`src/rtl/dp_pkg.sv`:
```
// Shared types for the bus datapath: bus source and ALU op encodings,
// register index width and the shift-amount width helper.
package dp_pkg;

    typedef enum logic [3:0] {
        ALU_ADD, ALU_SUB, ALU_AND, ALU_OR, ALU_NOT, ALU_NEG, ALU_SHL,
        ALU_SHR, ALU_SHRA, ALU_ROL, ALU_ROR, ALU_MUL, ALU_DIV
    } alu_op_t;

    typedef enum logic [3:0] {
        BUS_REG, BUS_HI, BUS_LO, BUS_ZHI, BUS_ZLO, BUS_PC, BUS_MDR,
        BUS_INPORT, BUS_CSE, BUS_NONE
    } bus_src_t;

    localparam int NUM_REGS_DEF = 16;
    localparam int IDX_W = $clog2(NUM_REGS_DEF);

    function automatic int idx_w(input int n);
        return (n < 2) ? 1 : $clog2(n);
    endfunction

    function automatic int sh_w(input int w);
        return $clog2(w);
    endfunction

endpackage

```
`src/rtl/dp_if.sv`:
```
// Control/observation bundle between the control unit (master) and the
// datapath (slave): bus selects, write enables, ALU op, memory/port data,
// bus/IR/MAR observation and the multiply/divide handshake.
interface dp_if
    import dp_pkg::*;
#(
    parameter int DATA_W   = 32,
    parameter int NUM_REGS = NUM_REGS_DEF
);
    localparam int IW = idx_w(NUM_REGS);

    bus_src_t          bus_src;
    logic [IW-1:0]     reg_out_sel;
    logic              reg_in_en;
    logic [IW-1:0]     reg_in_sel;
    logic              PCin, IRin, Yin, HIin, LOin, MARin, MDRin;
    logic              Read, Zin, IncPC;
    alu_op_t           alu_op;
    logic [DATA_W-1:0] Mdatain, InPort;
    logic [DATA_W-1:0] bus_out, ir_q, mar_q;
    logic              busy, done, div0;

    modport master (
        output bus_src, reg_out_sel, reg_in_en, reg_in_sel,
        output PCin, IRin, Yin, HIin, LOin, MARin, MDRin,
        output Read, Zin, IncPC, alu_op, Mdatain, InPort,
        input  bus_out, ir_q, mar_q, busy, done, div0
    );

    modport slave (
        input  bus_src, reg_out_sel, reg_in_en, reg_in_sel,
        input  PCin, IRin, Yin, HIin, LOin, MARin, MDRin,
        input  Read, Zin, IncPC, alu_op, Mdatain, InPort,
        output bus_out, ir_q, mar_q, busy, done, div0
    );

endinterface

```
`src/rtl/bus_datapath_muldiv.sv`:
```
// Sequential signed multiply (radix-2 Booth) / divide (restoring on
// magnitudes, then sign fix). Ports: start/is_div/op_a/op_b in;
// busy/done/div0 handshake and the z_we strobe with z_hi/z_lo out.
module muldiv_unit #(
    parameter int DATA_W = 32
) (
    input  logic              clk,
    input  logic              clr,
    input  logic              start,
    input  logic              is_div,
    input  logic [DATA_W-1:0] op_a,
    input  logic [DATA_W-1:0] op_b,
    output logic              busy,
    output logic              done,
    output logic              div0,
    output logic              z_we,
    output logic [DATA_W-1:0] z_hi,
    output logic [DATA_W-1:0] z_lo
);
    localparam int CW = $clog2(DATA_W);
    localparam logic [CW-1:0] CNT_MAX = CW'(DATA_W - 1);
    localparam logic [1:0] S_IDLE = 2'd0;
    localparam logic [1:0] S_RUN  = 2'd1;
    localparam logic [1:0] S_DONE = 2'd2;

    logic [1:0]        state;
    logic [CW-1:0]     cnt;
    logic              div_q, div0_q, neg_q, neg_r, q1_r, q1_n;
    logic [DATA_W:0]   hi_r, hi_n, sum, shl, diff;
    logic [DATA_W-1:0] lo_r, lo_n, m_r, a_r, rem_m;

    // One Booth or restoring step; hi carries an extra bit so that
    // subtracting the most-negative multiplicand cannot overflow.
    always_comb begin
        sum  = hi_r;
        shl  = {hi_r[DATA_W-1:0], lo_r[DATA_W-1]};
        diff = shl - {1'b0, m_r};
        q1_n = q1_r;
        if (div_q) begin
            if (!diff[DATA_W]) begin
                hi_n = diff;
                lo_n = {lo_r[DATA_W-2:0], 1'b1};
            end else begin
                hi_n = shl;
                lo_n = {lo_r[DATA_W-2:0], 1'b0};
            end
        end else begin
            unique case ({lo_r[0], q1_r})
                2'b01:   sum = hi_r + {m_r[DATA_W-1], m_r};
                2'b10:   sum = hi_r - {m_r[DATA_W-1], m_r};
                default: sum = hi_r;
            endcase
            hi_n = {sum[DATA_W], sum[DATA_W:1]};
            lo_n = {sum[0], lo_r[DATA_W-1:1]};
            q1_n = lo_r[0];
        end
    end

    always_comb begin
        rem_m = hi_n[DATA_W-1:0];
        if (!div_q) begin
            z_hi = hi_n[DATA_W-1:0];
            z_lo = lo_n;
        end else if (m_r == '0) begin
            z_hi = a_r;
            z_lo = '1;
        end else begin
            z_hi = neg_r ? -rem_m : rem_m;
            z_lo = neg_q ? -lo_n : lo_n;
        end
    end

    always_ff @(posedge clk) begin
        if (clr) begin
            state  <= S_IDLE;
            cnt    <= '0;
            div_q  <= 1'b0;
            div0_q <= 1'b0;
            neg_q  <= 1'b0;
            neg_r  <= 1'b0;
            q1_r   <= 1'b0;
            hi_r   <= '0;
            lo_r   <= '0;
            m_r    <= '0;
            a_r    <= '0;
        end else if (start && state != S_RUN) begin
            state  <= S_RUN;
            cnt    <= CNT_MAX;
            div_q  <= is_div;
            div0_q <= 1'b0;
            q1_r   <= 1'b0;
            hi_r   <= '0;
            a_r    <= op_a;
            if (is_div) begin
                lo_r  <= op_a[DATA_W-1] ? -op_a : op_a;
                m_r   <= op_b[DATA_W-1] ? -op_b : op_b;
                neg_q <= op_a[DATA_W-1] ^ op_b[DATA_W-1];
                neg_r <= op_a[DATA_W-1];
            end else begin
                lo_r  <= op_b;
                m_r   <= op_a;
                neg_q <= 1'b0;
                neg_r <= 1'b0;
            end
        end else if (state == S_RUN) begin
            hi_r <= hi_n;
            lo_r <= lo_n;
            q1_r <= q1_n;
            cnt  <= cnt - 1'b1;
            if (cnt == '0) begin
                state  <= S_DONE;
                div0_q <= div_q && (m_r == '0);
            end
        end else if (state == S_DONE) begin
            state <= S_IDLE;
        end
    end

    assign busy = (state == S_RUN);
    assign done = (state == S_DONE);
    assign div0 = done && div0_q;
    assign z_we = busy && (cnt == '0);

endmodule

```
`src/rtl/bus_datapath.sv`:
```
// Single-bus CPU datapath: register file, special registers, bus mux and
// single-cycle ALU. Ports: clk, clr (sync, active high), d (dp_if.slave).
module bus_datapath
    import dp_pkg::*;
#(
    parameter int DATA_W   = 32,
    parameter int NUM_REGS = 16,
    parameter int CONST_W  = 19
) (
    input logic clk,
    input logic clr,
    dp_if.slave d
);
    localparam int SW = sh_w(DATA_W);
    localparam logic [SW:0] DW_L = DATA_W[SW:0];
    localparam logic [DATA_W-1:0] ONE = {{(DATA_W-1){1'b0}}, 1'b1};

    logic [DATA_W-1:0] gpr [NUM_REGS];
    logic [DATA_W-1:0] pc, ir, y, z_hi, z_lo, hi, lo, mar, mdr;
    logic [DATA_W-1:0] bus, alu_res, cse, md_hi, md_lo;
    logic [SW-1:0]     sh;
    logic [SW:0]       rsh;
    logic              is_md, md_start, alu_we, busy, md_we;

    assign cse = {{(DATA_W-CONST_W){ir[CONST_W-1]}}, ir[CONST_W-1:0]};

    always_comb begin
        case (d.bus_src)
            BUS_REG:    bus = gpr[d.reg_out_sel];
            BUS_HI:     bus = hi;
            BUS_LO:     bus = lo;
            BUS_ZHI:    bus = z_hi;
            BUS_ZLO:    bus = z_lo;
            BUS_PC:     bus = pc;
            BUS_MDR:    bus = mdr;
            BUS_INPORT: bus = d.InPort;
            BUS_CSE:    bus = cse;
            default:    bus = '0;
        endcase
    end

    // Rotates combine the two shifts; a zero amount leaves y unchanged
    // because the complementary shift by DATA_W yields zero.
    assign sh  = bus[SW-1:0];
    assign rsh = DW_L - {1'b0, sh};

    always_comb begin
        case (d.alu_op)
            ALU_ADD:  alu_res = y + bus;
            ALU_SUB:  alu_res = y - bus;
            ALU_AND:  alu_res = y & bus;
            ALU_OR:   alu_res = y | bus;
            ALU_NOT:  alu_res = ~bus;
            ALU_NEG:  alu_res = -bus;
            ALU_SHL:  alu_res = y << sh;
            ALU_SHR:  alu_res = y >> sh;
            ALU_SHRA: alu_res = $signed(y) >>> sh;
            ALU_ROL:  alu_res = (y << sh) | (y >> rsh);
            ALU_ROR:  alu_res = (y >> sh) | (y << rsh);
            default:  alu_res = '0;
        endcase
    end

    assign is_md    = !d.IncPC &&
                      (d.alu_op == ALU_MUL || d.alu_op == ALU_DIV);
    assign md_start = d.Zin && is_md && !busy;
    assign alu_we   = d.Zin && !is_md && !busy;

    muldiv_unit #(.DATA_W(DATA_W)) u_md (
        .clk    (clk),
        .clr    (clr),
        .start  (md_start),
        .is_div (d.alu_op == ALU_DIV),
        .op_a   (y),
        .op_b   (bus),
        .busy   (busy),
        .done   (d.done),
        .div0   (d.div0),
        .z_we   (md_we),
        .z_hi   (md_hi),
        .z_lo   (md_lo)
    );

    always_ff @(posedge clk) begin
        if (clr) begin
            for (int i = 0; i < NUM_REGS; i++) gpr[i] <= '0;
            pc   <= '0;
            ir   <= '0;
            y    <= '0;
            z_hi <= '0;
            z_lo <= '0;
            hi   <= '0;
            lo   <= '0;
            mar  <= '0;
            mdr  <= '0;
        end else begin
            if (d.reg_in_en) gpr[d.reg_in_sel] <= bus;
            if (d.PCin)  pc  <= bus;
            if (d.IRin)  ir  <= bus;
            if (d.Yin)   y   <= bus;
            if (d.HIin)  hi  <= bus;
            if (d.LOin)  lo  <= bus;
            if (d.MARin) mar <= bus;
            if (d.MDRin) mdr <= d.Read ? d.Mdatain : bus;
            if (md_we) begin
                z_hi <= md_hi;
                z_lo <= md_lo;
            end else if (alu_we) begin
                z_hi <= '0;
                z_lo <= d.IncPC ? bus + ONE : alu_res;
            end
        end
    end

    assign d.bus_out = bus;
    assign d.ir_q    = ir;
    assign d.mar_q   = mar;
    assign d.busy    = busy;

endmodule

```
`src/flat_wrapper.sv`:
```
// flat-port wrapper written by rule: the top's interface ports become plain ports
module bus_datapath_flat import dp_pkg::*;
#(
    parameter int DATA_W   = 32,
    parameter int NUM_REGS = 16,
    parameter int CONST_W  = 19
)
  (clk, clr, d_bus_src, d_reg_out_sel, d_reg_in_en, d_reg_in_sel, d_PCin, d_IRin, d_Yin, d_HIin, d_LOin, d_MARin, d_MDRin, d_Read, d_Zin, d_IncPC, d_alu_op, d_Mdatain, d_InPort, d_bus_out, d_ir_q, d_mar_q, d_busy, d_done, d_div0);
  dp_if #(.DATA_W(DATA_W), .NUM_REGS(NUM_REGS)) d_i ();
  input logic clk;
  input logic clr;
  input wire logic [$bits(d_i.bus_src)-1:0] d_bus_src;
  input wire logic [$bits(d_i.reg_out_sel)-1:0] d_reg_out_sel;
  input wire logic [$bits(d_i.reg_in_en)-1:0] d_reg_in_en;
  input wire logic [$bits(d_i.reg_in_sel)-1:0] d_reg_in_sel;
  input wire logic [$bits(d_i.PCin)-1:0] d_PCin;
  input wire logic [$bits(d_i.IRin)-1:0] d_IRin;
  input wire logic [$bits(d_i.Yin)-1:0] d_Yin;
  input wire logic [$bits(d_i.HIin)-1:0] d_HIin;
  input wire logic [$bits(d_i.LOin)-1:0] d_LOin;
  input wire logic [$bits(d_i.MARin)-1:0] d_MARin;
  input wire logic [$bits(d_i.MDRin)-1:0] d_MDRin;
  input wire logic [$bits(d_i.Read)-1:0] d_Read;
  input wire logic [$bits(d_i.Zin)-1:0] d_Zin;
  input wire logic [$bits(d_i.IncPC)-1:0] d_IncPC;
  input wire logic [$bits(d_i.alu_op)-1:0] d_alu_op;
  input wire logic [$bits(d_i.Mdatain)-1:0] d_Mdatain;
  input wire logic [$bits(d_i.InPort)-1:0] d_InPort;
  output wire logic [$bits(d_i.bus_out)-1:0] d_bus_out;
  output wire logic [$bits(d_i.ir_q)-1:0] d_ir_q;
  output wire logic [$bits(d_i.mar_q)-1:0] d_mar_q;
  output wire logic [$bits(d_i.busy)-1:0] d_busy;
  output wire logic [$bits(d_i.done)-1:0] d_done;
  output wire logic [$bits(d_i.div0)-1:0] d_div0;
  assign d_i.bus_src = d_bus_src;
  assign d_i.reg_out_sel = d_reg_out_sel;
  assign d_i.reg_in_en = d_reg_in_en;
  assign d_i.reg_in_sel = d_reg_in_sel;
  assign d_i.PCin = d_PCin;
  assign d_i.IRin = d_IRin;
  assign d_i.Yin = d_Yin;
  assign d_i.HIin = d_HIin;
  assign d_i.LOin = d_LOin;
  assign d_i.MARin = d_MARin;
  assign d_i.MDRin = d_MDRin;
  assign d_i.Read = d_Read;
  assign d_i.Zin = d_Zin;
  assign d_i.IncPC = d_IncPC;
  assign d_i.alu_op = d_alu_op;
  assign d_i.Mdatain = d_Mdatain;
  assign d_i.InPort = d_InPort;
  assign d_bus_out = d_i.bus_out;
  assign d_ir_q = d_i.ir_q;
  assign d_mar_q = d_i.mar_q;
  assign d_busy = d_i.busy;
  assign d_done = d_i.done;
  assign d_div0 = d_i.div0;
  bus_datapath #(.DATA_W(DATA_W), .NUM_REGS(NUM_REGS), .CONST_W(CONST_W)) u_core (.clk(clk), .clr(clr), .d(d_i));
endmodule
```
`config.mk`:
```
export PLATFORM = sky130hd
export DESIGN_NAME = bus_datapath_flat
export DESIGN_NICKNAME = d
export VERILOG_FILES = /design/src/rtl/dp_pkg.sv /design/src/rtl/dp_if.sv /design/src/rtl/bus_datapath_muldiv.sv /design/src/rtl/bus_datapath.sv /design/src/flat_wrapper.sv
export SDC_FILE = /design/constraint.sdc
export NUM_CORES = 2
export LEC_CHECK = 0
export CORE_MARGIN = 1
export CORE_UTILIZATION = 29
export CTS_BUF_LIST = sky130_fd_sc_hd__clkbuf_16
export DETAILED_ROUTE_END_ITERATION = 6
export GPL_TIMING_DRIVEN = 0
export SYNTH_ARGS = -nofsm -noshare
export SYNTH_HDL_FRONTEND = slang
export SYNTH_SLANG_ARGS = --single-unit
```
`constraint.sdc`:
```
create_clock -name clk -period 21.9 [get_ports clk]
set_input_delay 5.475 -clock clk [delete_from_list [all_inputs] [get_ports clk]]
set_output_delay 5.475 -clock clk [all_outputs]
set_load 0.05 [all_outputs]
```
==> results.md <==
* Top reg by flops: u_core.gpr
* Fraction of final layout cells with drive strength greater than 1 at between 8 and 9%
* Synth warnings at 0
* Final hold slack at 459 ps
* Sink Count at around 940
* Mapped cell area at 62200 sq um
* Unique masters post-synth at 122
* Net Sw Power at about 2.1 mW
* Violated checks: DRC, capacitance limit, slew limit
* I/O Pins at 192
* Via Count at 66.4k
* Tcrit/Tclk final at 95.7%
* Synth top cells by count: 1166 x nor2_1, 649 x nand2_1, 512 x edfxtp_1, 436 x clkbuf_1, 429 x dfxtp_1
* Slowest CP cell: nor4_4
* DR pass1 iterations at 7
* Post-synth EDFFs at just over 500
* Slew of the pin with the lowest slew margin at ~1700 ps
* Pin count of the biggest net entering global routing at 28
* WS Path Type: input pin to flip-flop
* Worst-path clk slew at around 60 ps
* Max reg flops at about 500
* Full die area at 216000 sq um
* Final hold violation count at 0
* Maximum clock path buffer count at 3
* Port Buffer Count at 180
* Sw frac at 38.8%
* RSZ-0062 raised after global routing: false
* Clk pwr share at 33.2%
* Async SR Flop Fraction at 0%
* Detailed placer's ending HPWL at 333000 microns
* Internal cell power at 3.37 mW
* HP Class: flip-flop to flip-flop
* CP Launch Type: input pin
* Main area contributors after synthesis: edfxtp_1 25%, dfxtp_1 14%, nor2_1 7.0%
* Gate Count Post-Synth at 7045
* Synth top area share at between 20% and 30%
* Initial Utilization at 29.3%
* WL/cell at between 40 and 50 microns
* Post-Place Cells at 10.1k
* Synthesized area per cell at 8.83 sq um
* Die height at 465 microns
* Setup slack after layout at 946 ps
* Area of the core at 213000 sq um
* CTS tree: yes
* Via count of the first global-routing pass at 61.3k
* Top flop regs: u_core.gpr (512), u_core.u_md.hi_r (33)
* Fin area at 71800 sq um
* Count leader, synth: nor2_1
* Combinational share of power at approximately 31%
* Worst-Skew Late Latency at around 800 ps
* Max frequency at 0.0477 GHz
* Global route overflow at 0
* GPL Wtd Cong at 1.09
* Chip Width at between 400 and 500 microns
* Minimum clock period at approximately 21000 ps
* First-pass GRT wire length at 562000 microns
* Max VDD drop at between 0.07 and 0.08 mV
* Crit end category: flip-flop
* Tot GR Track Use at 38.1%
* Clock Skew at 76.1 ps
* Setup bufs post-CTS at 0
* H-tree levels at 3
* Post-cts repair resize count at 0
* Top_reg_cell synth: edfxtp_1
* Max-slew violation count at around 180
* Area leader, netlist: edfxtp_1
* Max_slew headroom at -10.8%
* CP max stage delay at 920 ps
* Final setup viols at 0
* Final nets at 7573
* Setup WS pre-CTS at 1140 ps
* Initial antenna violation count at 49
* Status: finished, violations left
* Post-route insts no fill at about 10k
* Post-synth net total at 7251
* Dpl cell area at roughly 70000 sq um
* Hold Buf Count CTS at 0
* Crit path required time at 22540 ps
* Critical path peak fanout at 10
* Routed Wire Length at 428000 microns
* CP most frequent cell: clkbuf_1
* FF+latch count, synth at 941
* Core Util, Final at 33.8%
* Clock Tree Root: clkbuf_16
* Iter 0 DRT Violations at approximately 11k
* Max-cap violations at 22
* Cell Rows at 169
* Register area share after synthesis at 38.5%
* Leak at 25.3 nW
* Via/cell ratio at 6.43
* Num CTS Buffers at 106
* Seq pwr share at 36.1%
* CP Data Arrival Time at 21590 ps
* Power Dens Cells at 76.6 nW/um^2
* P&R area growth vs syn at 15.5%
* Drc violations at 15
* ANT nets after route at 0
==> path summary, 6_finish.rpt <==
kind / from / endpoint / slack, ps / cells after the start
worst max-delay path: d_bus_src[0] / u_core.z_lo[30] / 950 / 37
worst min-delay path: u_core.u_md.a_r[6] / u_core.u_md.a_r[6] / 460 / 2
worst max register to register: u_core.d.ir_q[0] / u_core.z_lo[30] / 6850 / 32
worst min register to register: u_core.u_md.a_r[6] / u_core.u_md.a_r[6] / 460 / 2
==> area by class of cell <==
type                            count  area (sq um)
Fill cell                       22200        141000
Timing Repair Buffer              214          2310
Antenna cell                       44           110
Inverter                          126           473
Tap cell                         2821          3530
Clock buffer                      111          2780
Clock inverter                     87           702
Buffer                            661          2890
Multi-Input combinational cell   5317         35000
Sequential cell                   941         24000
==> logic make-up (layout without fill, tap and decap cells) <==
kind of cell,Yosys count,in the layout,synth area share (%)
AND/OR/NAND/NOR,2459,2459,17.6
AO/OA/AOI/OAI,1927,1927,21.3
flip-flops,941,941,38.5
buffers and inverters,787,1199,5.35
multiplexers,548,548,11.0
XOR/XNOR,270,270,3.82
adder cells (fa/ha/maj),113,113,2.31
other,0,44,0
==> metal layers <==
metal	part of all wire [%]	wire, microns	up-vias	GRT usage [%]
met5	0.025	107	-	0
met1	38	161000	33100	46.9
met4	9.0	38700	14	28.3
li1	-	-	26800	-
met3	11	45900	1321	10.2
met2	43	182000	5136	57.1
==> stage by stage <==
step	TNS (ps)	total power, mW
after floorplan	0	2.86
after global placement	-403	3.61
after detailed placement	0	3.62
after CTS	0	5.40
after global routing	0	5.56
final	0	5.50
==> placed cells by master, fill, tap and decap left out, types with 56 or more instances in the layout <==
cell	netlist	layout
nor2_1	1166	1165
nand2_1	649	633
edfxtp_1	512	512
dfxtp_1	429	429
clkbuf_1	436	409
a211oi_1	392	391
a21oi_1	386	386
mux2i_1	373	372
o21ai_0	285	284
xnor2_1	225	225
clkdlybuf4s50_1	0	180
inv_1	107	126
nand3_1	124	124
nor3_1	122	119
clkbuf_16	0	111
ha_1	110	110
a22oi_1	109	109
mux4_2	102	102
buf_1	96	95
buf_2	88	91
a31oi_1	70	70
o22ai_1	69	69
mux2_2	66	66
o211ai_1	60	60
a221oi_1	59	58
and3_1	56	56
==> worst max-delay path, delay by kind of cell <==
| kind | cells | cell delay, ps |
|---|---|---|
| simple gates | 9 | 5520 |
| xor+xnor | 1 | 140 |
| buf+inv | 13 | 5970 |
| mux | 1 | 200 |
| compound gates | 11 | 3290 |
| fa+ha+maj | 2 | 890 |
==> power by group through the flow <==
stage	combinational (mW)	clock, mW	sequential [mW]
after CTS	1.60	1.82	1.98
after global placement	1.59	0	2.02
after detailed placement	1.60	0	2.02
final	1.69	1.83	1.99
after floorplan	0.843	0	2.01
after global routing	1.69	1.88	1.99
Power figures use the tool's default switching activity.
